$ cat config.mk
export PLATFORM = sky130hd
export DESIGN_NAME = pe_dbuf
export DESIGN_NICKNAME = d
export VERILOG_FILES = /design/src/rtl/pe_dbuf.sv
export SDC_FILE = /design/constraint.sdc
export NUM_CORES = 1
export LEC_CHECK = 0
export ABC_AREA = 1
export BUFFER_PORTS_ARGS = -buffer_cell sky130_fd_sc_hd__buf_4
export CORE_ASPECT_RATIO = 0.6
export CORE_MARGIN = 10
export CORE_UTILIZATION = 56
export DETAILED_ROUTE_END_ITERATION = 8
export MAX_ROUTING_LAYER = met4
export PLACE_DENSITY = 0.8
export SLEW_MARGIN = 20
export SYNTH_ARGS = -nofsm -noshare
export SYNTH_HDL_FRONTEND = slang
export SYNTH_SLANG_ARGS = --single-unit
export TNS_END_PERCENT = 100
$ cat constraint.sdc
create_clock -name clk -period 26.1 [get_ports clk]
set_clock_uncertainty 0.2 [all_clocks]
set_input_delay 3.915 -clock clk [delete_from_list [all_inputs] [get_ports clk]]
set_output_delay 3.915 -clock clk [all_outputs]
set_load 0.005 [all_outputs]
$ cat src/rtl/pe_dbuf.sv
// Systolic-array PE: signed fixed-point saturating MAC with a
// double-buffered (shadow/active) weight and a switch wavefront.
module pe_dbuf #(
  parameter int DATA_WIDTH = 16,
  parameter int FRAC_BITS  = 8
) (
  input  logic                  clk,
  input  logic                  rst,
  input  logic                  valid_in,
  input  logic [DATA_WIDTH-1:0] input_in,
  input  logic [DATA_WIDTH-1:0] psum_in,
  input  logic                  load_weight,
  input  logic [DATA_WIDTH-1:0] weight_in,
  input  logic                  switch_in,
  input  logic                  clear_flag,
  output logic                  valid_out,
  output logic [DATA_WIDTH-1:0] input_out,
  output logic [DATA_WIDTH-1:0] psum_out,
  output logic [DATA_WIDTH-1:0] weight_out,
  output logic                  switch_out,
  output logic                  sat_flag
);

  localparam int DW = DATA_WIDTH;
  localparam int PW = 2 * DATA_WIDTH;

  localparam logic [DW-1:0] SMAX = {1'b0, {(DW-1){1'b1}}};
  localparam logic [DW-1:0] SMIN = {1'b1, {(DW-1){1'b0}}};

  logic [DW-1:0]        shadow;
  logic [DW-1:0]        active;
  logic signed [PW-1:0] a_ext;
  logic signed [PW-1:0] w_ext;
  logic signed [PW-1:0] prod;
  logic signed [PW-1:0] scaled;
  logic [PW-DW:0]       top;
  logic                 clip1;
  logic [DW-1:0]        sat1;
  logic [DW:0]          sum;
  logic                 clip2;
  logic [DW-1:0]        sum_sat;

  assign weight_out = shadow;

  // Upper bits of the scaled product must all match the DW-1 sign bit
  always_comb begin
    a_ext   = PW'($signed(input_in));
    w_ext   = PW'($signed(active));
    prod    = a_ext * w_ext;
    scaled  = prod >>> FRAC_BITS;
    top     = scaled[PW-1:DW-1];
    clip1   = !((&top) || (~|top));
    sat1    = clip1 ? (scaled[PW-1] ? SMIN : SMAX)
                    : scaled[DW-1:0];
    sum     = {sat1[DW-1], sat1} + {psum_in[DW-1], psum_in};
    clip2   = sum[DW] ^ sum[DW-1];
    sum_sat = clip2 ? (sum[DW] ? SMIN : SMAX) : sum[DW-1:0];
  end

  always_ff @(posedge clk) begin
    if (rst) begin
      valid_out  <= 1'b0;
      input_out  <= '0;
      psum_out   <= '0;
      shadow     <= '0;
      active     <= '0;
      switch_out <= 1'b0;
      sat_flag   <= 1'b0;
    end else begin
      valid_out  <= valid_in;
      switch_out <= switch_in;
      if (load_weight)
        shadow <= weight_in;
      if (switch_in)
        active <= shadow;
      if (valid_in) begin
        input_out <= input_in;
        psum_out  <= sum_sat;
      end
      // A same-cycle clip beats clear_flag
      if (valid_in && (clip1 || clip2))
        sat_flag <= 1'b1;
      else if (clear_flag)
        sat_flag <= 1'b0;
    end
  end

endmodule

==> impl_metrics.ini, run 1 <==
[timing]
period_minus_slack_ps = 12370
hold_slack_ps = 286
fmax_mhz = 80.9
slew_violations = 0
timing.final.crit_share = 0.474
tightest_slew_ps = 906
rsz0062_at_grt = false
finalHoldViolCount = 0
fin_setup_tns_ps = 0
maxSlewHeadroom = 0.396
setup_viol = 0

[clock_network]
cts_resized = 0
cts_setup_buffers = 0
clk_pin_slew_ps = 60
cts_root_buf = clkbuf_16
insertion_delay_ps = 330
ctsHoldBuffers = 0
cts_buffers = 9
clkSinkCount = 67
cts_buffer_depth = 2
cts_tree = yes
cts_htree_levels = 3

[cells_and_area]
multi_input_area_mm2 = 0.0105
utilization = 0.621
antenna_cells = 0
fillers = 2142
syn_to_final_growth_pct = 8.42
layout.area.seq_mm2 = 0.00134
drive_gt1_frac = 0.0792
fin_nets = 2350

[route]
detail-route-antenna-nets = 0
drt_iter0_drc = 1141
avgViaCountPerCell = 5.26
firstDrtPassIters = 6
drt-total-wl_um = 37800
wl_per_cell_um = 16.7
vias = 11900
drcViolationCount = 0

[min_path]
worst_hold_startpoint = psum_out[1]
hp-class = register to register

[floorplanning]
rows = 44
io_pins = 105
die-area_mm2 = 0.0319
start_util = 0.573
die_h_um = 142
die_w_um = 224
coreArea_mm2 = 0.0244

[synth]
synthTopCellsByArea = fa_1, inv_1, nand2_1, dfxtp_1, ha_1
synth_cell_type_count = 38
post-synth-top-area-fraction = 0.375
ys_ff_latch = 67
synth-edff-count = 0
syn_area_mm2 = 0.0140
synthArstFlopShare = 0
yosysSeqAreaShare = 0.0960
syn_nets = 2313
syn_area_per_cell_um2 = 7.35
synth_top_area_cell = fa_1
yosys_warnings = 0
synth_most_common_cell = inv_1
ys.flop_type = dfxtp_1
syn_inst = 1902
synth_common_cells = inv_1, nand2_1, fa_1

[setup_path]
crit_path_max_fanout = 17
startpoint_type = input pin
worst_path_max_delay_cell = fa_1
crit_type = input pin to register
worstPathArrival_ps = 12380
critPathLaunch = input_in[15]
critPathMaxStageDelay_ps = 730
path_common_cell = nand2_1
reg2reg_from = active[7]
worstPathRequired_ps = 26120
cp_top_family = adder cells
endpoint_kind = register
path_buf_inv = 8

[grt]
antenna_found_initial = 0
grt_use_total = 0.256
grt_start_max_net_pins = 50
grt_overflow = 0
grt_pass1_vias = 11900
grt_pass1_wl_um = 63700

[placed_design]
dp_hpwl_um = 32000
numPortBuffers = 104
gp_congestion = 0.941

[outcome]
status = complete, no violations

[flow_run]
cap_violations = 0
-- worst min-delay path: cells and delay by family, from the launching register on --
family / cells / cell delay [ps]
simple gates: 1 / 60
compound gates: 1 / 60
flops: 1 / 320
-- cell usage in the layout (no fill, tap or decap), drive strengths merged, types with 2 or more instances in the layout --
cell type / Yosys / final
o21ai: 78 / 78
nand3b: 2 / 2
nand2: 475 / 475
xnor2: 15 / 15
dfxtp: 67 / 67
fa: 262 / 262
xor2: 22 / 22
and2: 2 / 2
nand4: 7 / 7
o31ai: 2 / 2
a21boi: 2 / 2
clkbuf: 74 / 9
a31oi: 5 / 5
a21oi: 75 / 75
inv: 497 / 499
o21bai: 4 / 4
nor2: 161 / 161
or2: 7 / 7
ha: 95 / 95
nand3: 33 / 33
clkinv: 1 / 4
nor3: 7 / 7
buf: 5 / 105
-- path summary, 6_finish.rpt --
path                  to  slack [ps]  cells past startpoint
max          psum_out[0]       13730                     40
min          psum_out[1]         290                      2
max reg2reg  psum_out[0]       16780                     39
min reg2reg  psum_out[1]         290                      2
-- sequential cells by signal (all words and copies together), names as in the netlist --
name,cells
input_out,16
weight_out,16
active,16
valid_out,1
switch_out,1
psum_out,16
sat_flag,1
-- layout make-up --
class | count | area share
well taps | 322 | 0.0266
clock inverters | 7 | 0.00504
multi-input cells | 1258 | 0.690
flip-flops and latches | 67 | 0.0885
inverters | 498 | 0.123
repair buffers | 105 | 0.0520
clock buffers | 9 | 0.0149
-- metal layers --
| metal | part of all wire | routed length, um | track usage |
|---|---|---|---|
| met5 | 0 | 0 | - |
| met1 | 0.48 | 18000 | 0.377 |
| met4 | 0.0092 | 346 | 0.0306 |
| met3 | 0.11 | 4070 | 0.0597 |
| met2 | 0.41 | 15400 | 0.357 |
-- through the flow --
step	setup slack, ps	std cells	area [um^2]
2_1_floorplan	14700	1902	14000
3_3_place_gp	13610	2250	14900
3_5_place_dp	13460	2250	14900
4_1_cts	13810	2266	15200
5_1_grt	13020	2266	15200
6_report	13730	2266	15200
-- cells by family (layout without fill, tap and decap cells) --
| family | Yosys count | after routing | share of synthesized area |
|---|---|---|---|
| simple gates | 695 | 695 | 0.198 |
| xor+xnor | 37 | 37 | 0.0232 |
| compound gates | 169 | 169 | 0.0668 |
| flops | 67 | 67 | 0.0960 |
| buf+inv | 577 | 619 | 0.156 |
| fa+ha+maj | 357 | 357 | 0.460 |
Power of run 1 is left out: the tool's default activity adds up to more than one toggle a clock period on the data nets, which glitch-free logic cannot reach.
==> run 2, diff against run 1 <==
Settings changed: PLACE_DENSITY 0.8 to 0.83.
Clock period 26.1 ns to 10.74 ns, I/O delays scaled along.
==> impl_metrics.ini, run 2 (synthesis results as in run 1) <==
[clock_network]
cts_setup_buffers = 0
insertion_delay_ps = 330
cts_buffers = 9
cts_htree_levels = 3
cts_tree = yes
clk_pin_slew_ps = 60
cts_resized = 0
clkSinkCount = 67
ctsHoldBuffers = 0
cts_buffer_depth = 2
cts_root_buf = clkbuf_16

[outcome]
status = complete, no violations

[floorplanning]
die_w_um = 224
die_h_um = 142
rows = 44
coreArea_mm2 = 0.0244
start_util = 0.573
io_pins = 105
die-area_mm2 = 0.0319

[setup_path]
reg2reg_from = active[1]
reg2reg_to = psum_out[0]
r2r_cells = 39
worstPathArrival_ps = 10270
path_common_cell = nand2_1
endpoint_kind = register
crit_type = input pin to register
worstPathRequired_ps = 10750
crit_path_max_fanout = 17
startpoint_type = input pin
rrSetupSlack_ps = 1300
critPathMaxStageDelay_ps = 760
worst_path_max_delay_cell = fa_1

[timing]
period_minus_slack_ps = 10270
rsz0062_at_grt = false
slew_violations = 0
fmax_mhz = 97.4
finalHoldViolCount = 0
tightest_slew_ps = 853
maxSlewHeadroom = 0.431
timing.final.crit_share = 0.956
setup_viol = 0
fin_setup_tns_ps = 0

[route]
detail-route-antenna-nets = 0
drcViolationCount = 0
vias = 11900
avgViaCountPerCell = 5.26
drt-total-wl_um = 39400
drt_iter0_drc = 1103
firstDrtPassIters = 5
wl_per_cell_um = 17.4

[cells_and_area]
antenna_cells = 0
layout_common_cells = inv_1, nand2_1, fa_1
final_area_mm2 = 0.0152
final_common_cell = inv_1
syn_to_final_growth_pct = 8.58
fin_nets = 2350
fillers = 2118
drive_gt1_frac = 0.0792
utilization = 0.622

[min_path]
hp-class = register to register
holdPathStages = 2
worst_hold_startpoint = psum_out[1]
hold_path_end = psum_out[1]

[placed_design]
place_area_mm2 = 0.0149
gp_congestion = 0.981
numPortBuffers = 104
dp_hpwl_um = 32800

[grt]
grt_pass1_wl_um = 65100
grt_start_max_net_pins = 63
grt_use_total = 0.263
grt_overflow = 0
grt_pass1_vias = 12100
antenna_found_initial = 0

[flow_run]
cap_violations = 0
-- run 2: cell types whose count changed in the layout (fill, tap and decap cells not counted) --
| cell | change |
|---|---|
| bufinv_16 | +1 |
| inv_6 | +1 |
| inv_8 | -1 |
| clkinv_2 | -1 |
-- run 2: critical path, delay by kind of cell --
family	cells	cell delay (ps)
buf+inv	7	900
compound gates	6	1150
simple gates	18	2240
fa+ha+maj	9	4360
-- run 2: stage by stage --
| step | setup WS (ps) | hold WS (ps) | cells |
|---|---|---|---|
| detailed placement | 367 | 276 | 2250 |
| global route | 1.28 | 297 | 2266 |
| CTS | 644 | 284 | 2266 |
| floorplan | 1650 | 256 | 1902 |
| global placement | 582 | 253 | 2250 |
| finish | 474 | 281 | 2266 |
-- run 2: worst max path at each step --
stage               slack, ps         start            to
CTS                       640  input_in[15]   psum_out[0]
finish                    470  input_in[15]   psum_out[0]
global route                1  input_in[15]   psum_out[0]
global placement          580  input_in[15]   psum_out[0]
floorplan                1650  input_in[15]  psum_out[14]
detailed placement        370  input_in[15]   psum_out[0]
-- run 2: routing by layer --
layer / vias to the layer above / global-route usage / part of all wire
met4: 0 / 0.0396 / 0.012
met1: 5717 / 0.375 / 0.45
met3: 40 / 0.0778 / 0.12
met2: 598 / 0.367 / 0.41
met5: - / - / 0
li1: 5561 / - / -
-- run 2: area by class of cell --
| type | count | area (um^2) | share of cell area |
|---|---|---|---|
| clock buffers | 9 | 225 | 0.0148 |
| clock inverters | 7 | 98.8 | 0.00651 |
| inverters | 498 | 1870 | 0.123 |
| multi-input cells | 1258 | 10500 | 0.689 |
| flip-flops and latches | 67 | 1340 | 0.0884 |
| well taps | 322 | 403 | 0.0265 |
| repair buffers | 105 | 788 | 0.0519 |
Power of run 2 is left out for the same reason.
==> run 3, diff against run 2 <==
--- a/config.mk
+++ b/config.mk
@@ -12,5 +12,6 @@
 export CORE_UTILIZATION = 56
+export CTS_BUF_LIST = sky130_fd_sc_hd__clkbuf_4 sky130_fd_sc_hd__clkbuf_8
 export DETAILED_ROUTE_END_ITERATION = 8
 export MAX_ROUTING_LAYER = met4
-export PLACE_DENSITY = 0.83
+export PLACE_DENSITY = 0.8
 export SLEW_MARGIN = 20
==> constraint.sdc (replaced) <==
create_clock -name clk -period 10.88 [get_ports clk]
set_clock_uncertainty 0.2 [all_clocks]
set_input_delay 1.088 -clock clk [delete_from_list [all_inputs] [get_ports clk]]
set_output_delay 1.088 -clock clk [all_outputs]
set_load 0.005 [all_outputs]
==> impl_metrics.ini, run 3 (synthesis results as in run 1) <==
[grt]
grt_overflow = 0
grt_use_total = 0.257
grt_pass1_vias = 12100
antenna_found_initial = 0
grt_pass1_wl_um = 63800
grt_start_max_net_pins = 50

[cells_and_area]
syn_to_final_growth_pct = 8.05
antenna_cells = 0
layout.area.seq_mm2 = 0.00134
drive_gt1_frac = 0.0792
fillers = 2186
layout_common_cells = inv_1, nand2_1, fa_1
fin_nets = 2350
final_common_cell = inv_1
multi_input_area_mm2 = 0.0105

[floorplanning]
die_w_um = 224
io_pins = 105
coreArea_mm2 = 0.0244
start_util = 0.573
rows = 44
die_h_um = 142
die-area_mm2 = 0.0319

[route]
wl_per_cell_um = 16.8
drt_iter0_drc = 1084
avgViaCountPerCell = 5.28
detail-route-antenna-nets = 0
firstDrtPassIters = 6
vias = 12000
drcViolationCount = 0
drt-total-wl_um = 38100

[clock_network]
ctsHoldBuffers = 0
insertion_delay_ps = 360
cts_root_buf = clkbuf_8
cts_tree = yes
clkSinkCount = 67
cts_buffer_depth = 2
cts_setup_buffers = 0
cts_resized = 0
cts_htree_levels = 3
cts_buffers = 9
clk_pin_slew_ps = 80

[setup_path]
critPathMaxStageDelay_ps = 760
startpoint_type = input pin
worstPathRequired_ps = 10930
endpoint_kind = register
worstPathArrival_ps = 9590
crit_path_max_fanout = 17
worst_path_max_delay_cell = fa_1
crit_type = input pin to register
path_common_cell = nand2_1

[flow_run]
cap_violations = 0

[timing]
timing.final.crit_share = 0.877
rsz0062_at_grt = false
fmax_mhz = 105
hold_slack_ps = 274
fin_setup_tns_ps = 0
slew_violations = 0
period_minus_slack_ps = 9540
setup_viol = 0
tightest_slew_ps = 889
maxSlewHeadroom = 0.407
finalHoldViolCount = 0

[placed_design]
numPortBuffers = 104
gp_congestion = 0.931
dp_hpwl_um = 32300

[min_path]
hp-class = register to register

[outcome]
status = complete, no violations
run 3: cell count changes in the layout (fill, tap and decap cells not counted):
cell and change:
clkbuf_8 +9, inv_8 +1, inv_6 -2, bufinv_16 +1, clkinv_2 -1, clkinvlp_4 +1
clkbuf_16 -9
run 3: layer usage:
metal | GRT usage | part of all wire | vias to the layer above
li1 | - | - | 5565
met1 | 0.374 | 0.47 | 5769
met2 | 0.358 | 0.41 | 556
met3 | 0.0558 | 0.10 | 68
met4 | 0.0492 | 0.017 | 0
met5 | - | 0 | -
run 3: path summary, 6_finish.rpt:
path | start | end | slack [ps] | cells after the start
hold reg to reg | psum_out[1] | psum_out[1] | 270 | 2
setup reg to reg | active[7] | psum_out[0] | 1580 | 39
hold / removal | psum_out[1] | psum_out[1] | 270 | 2
setup / recovery | input_in[15] | psum_out[0] | 1340 | 40
run 3: layout make-up:
class | instances | share of cell area
Timing Repair Buffer | 105 | 0.0522
Clock buffer | 9 | 0.00820
Sequential cell | 67 | 0.0888
Multi-Input combinational cell | 1258 | 0.692
Clock inverter | 7 | 0.00828
Tap cell | 322 | 0.0267
Inverter | 498 | 0.124
run 3: critical path: cells and delay by family:
family	cells	cell delay (ps)
fa+ha+maj	9	4290
buf+inv	7	950
simple gates	19	2560
compound gates	5	660
run 3: stage by stage:
| stage | utilization | setup WS (ps) | std cells | cell area (um^2) |
|---|---|---|---|---|
| detailed placement | 0.609 | 1010 | 2250 | 14900 |
| CTS | 0.619 | 1380 | 2266 | 15100 |
| floorplan | - | 2310 | 1902 | 14000 |
| global route | 0.619 | 627 | 2266 | 15100 |
| global placement | 0.609 | 1220 | 2250 | 14900 |
| finish | 0.619 | 1340 | 2266 | 15100 |
Power of run 3 is left out for the same reason.
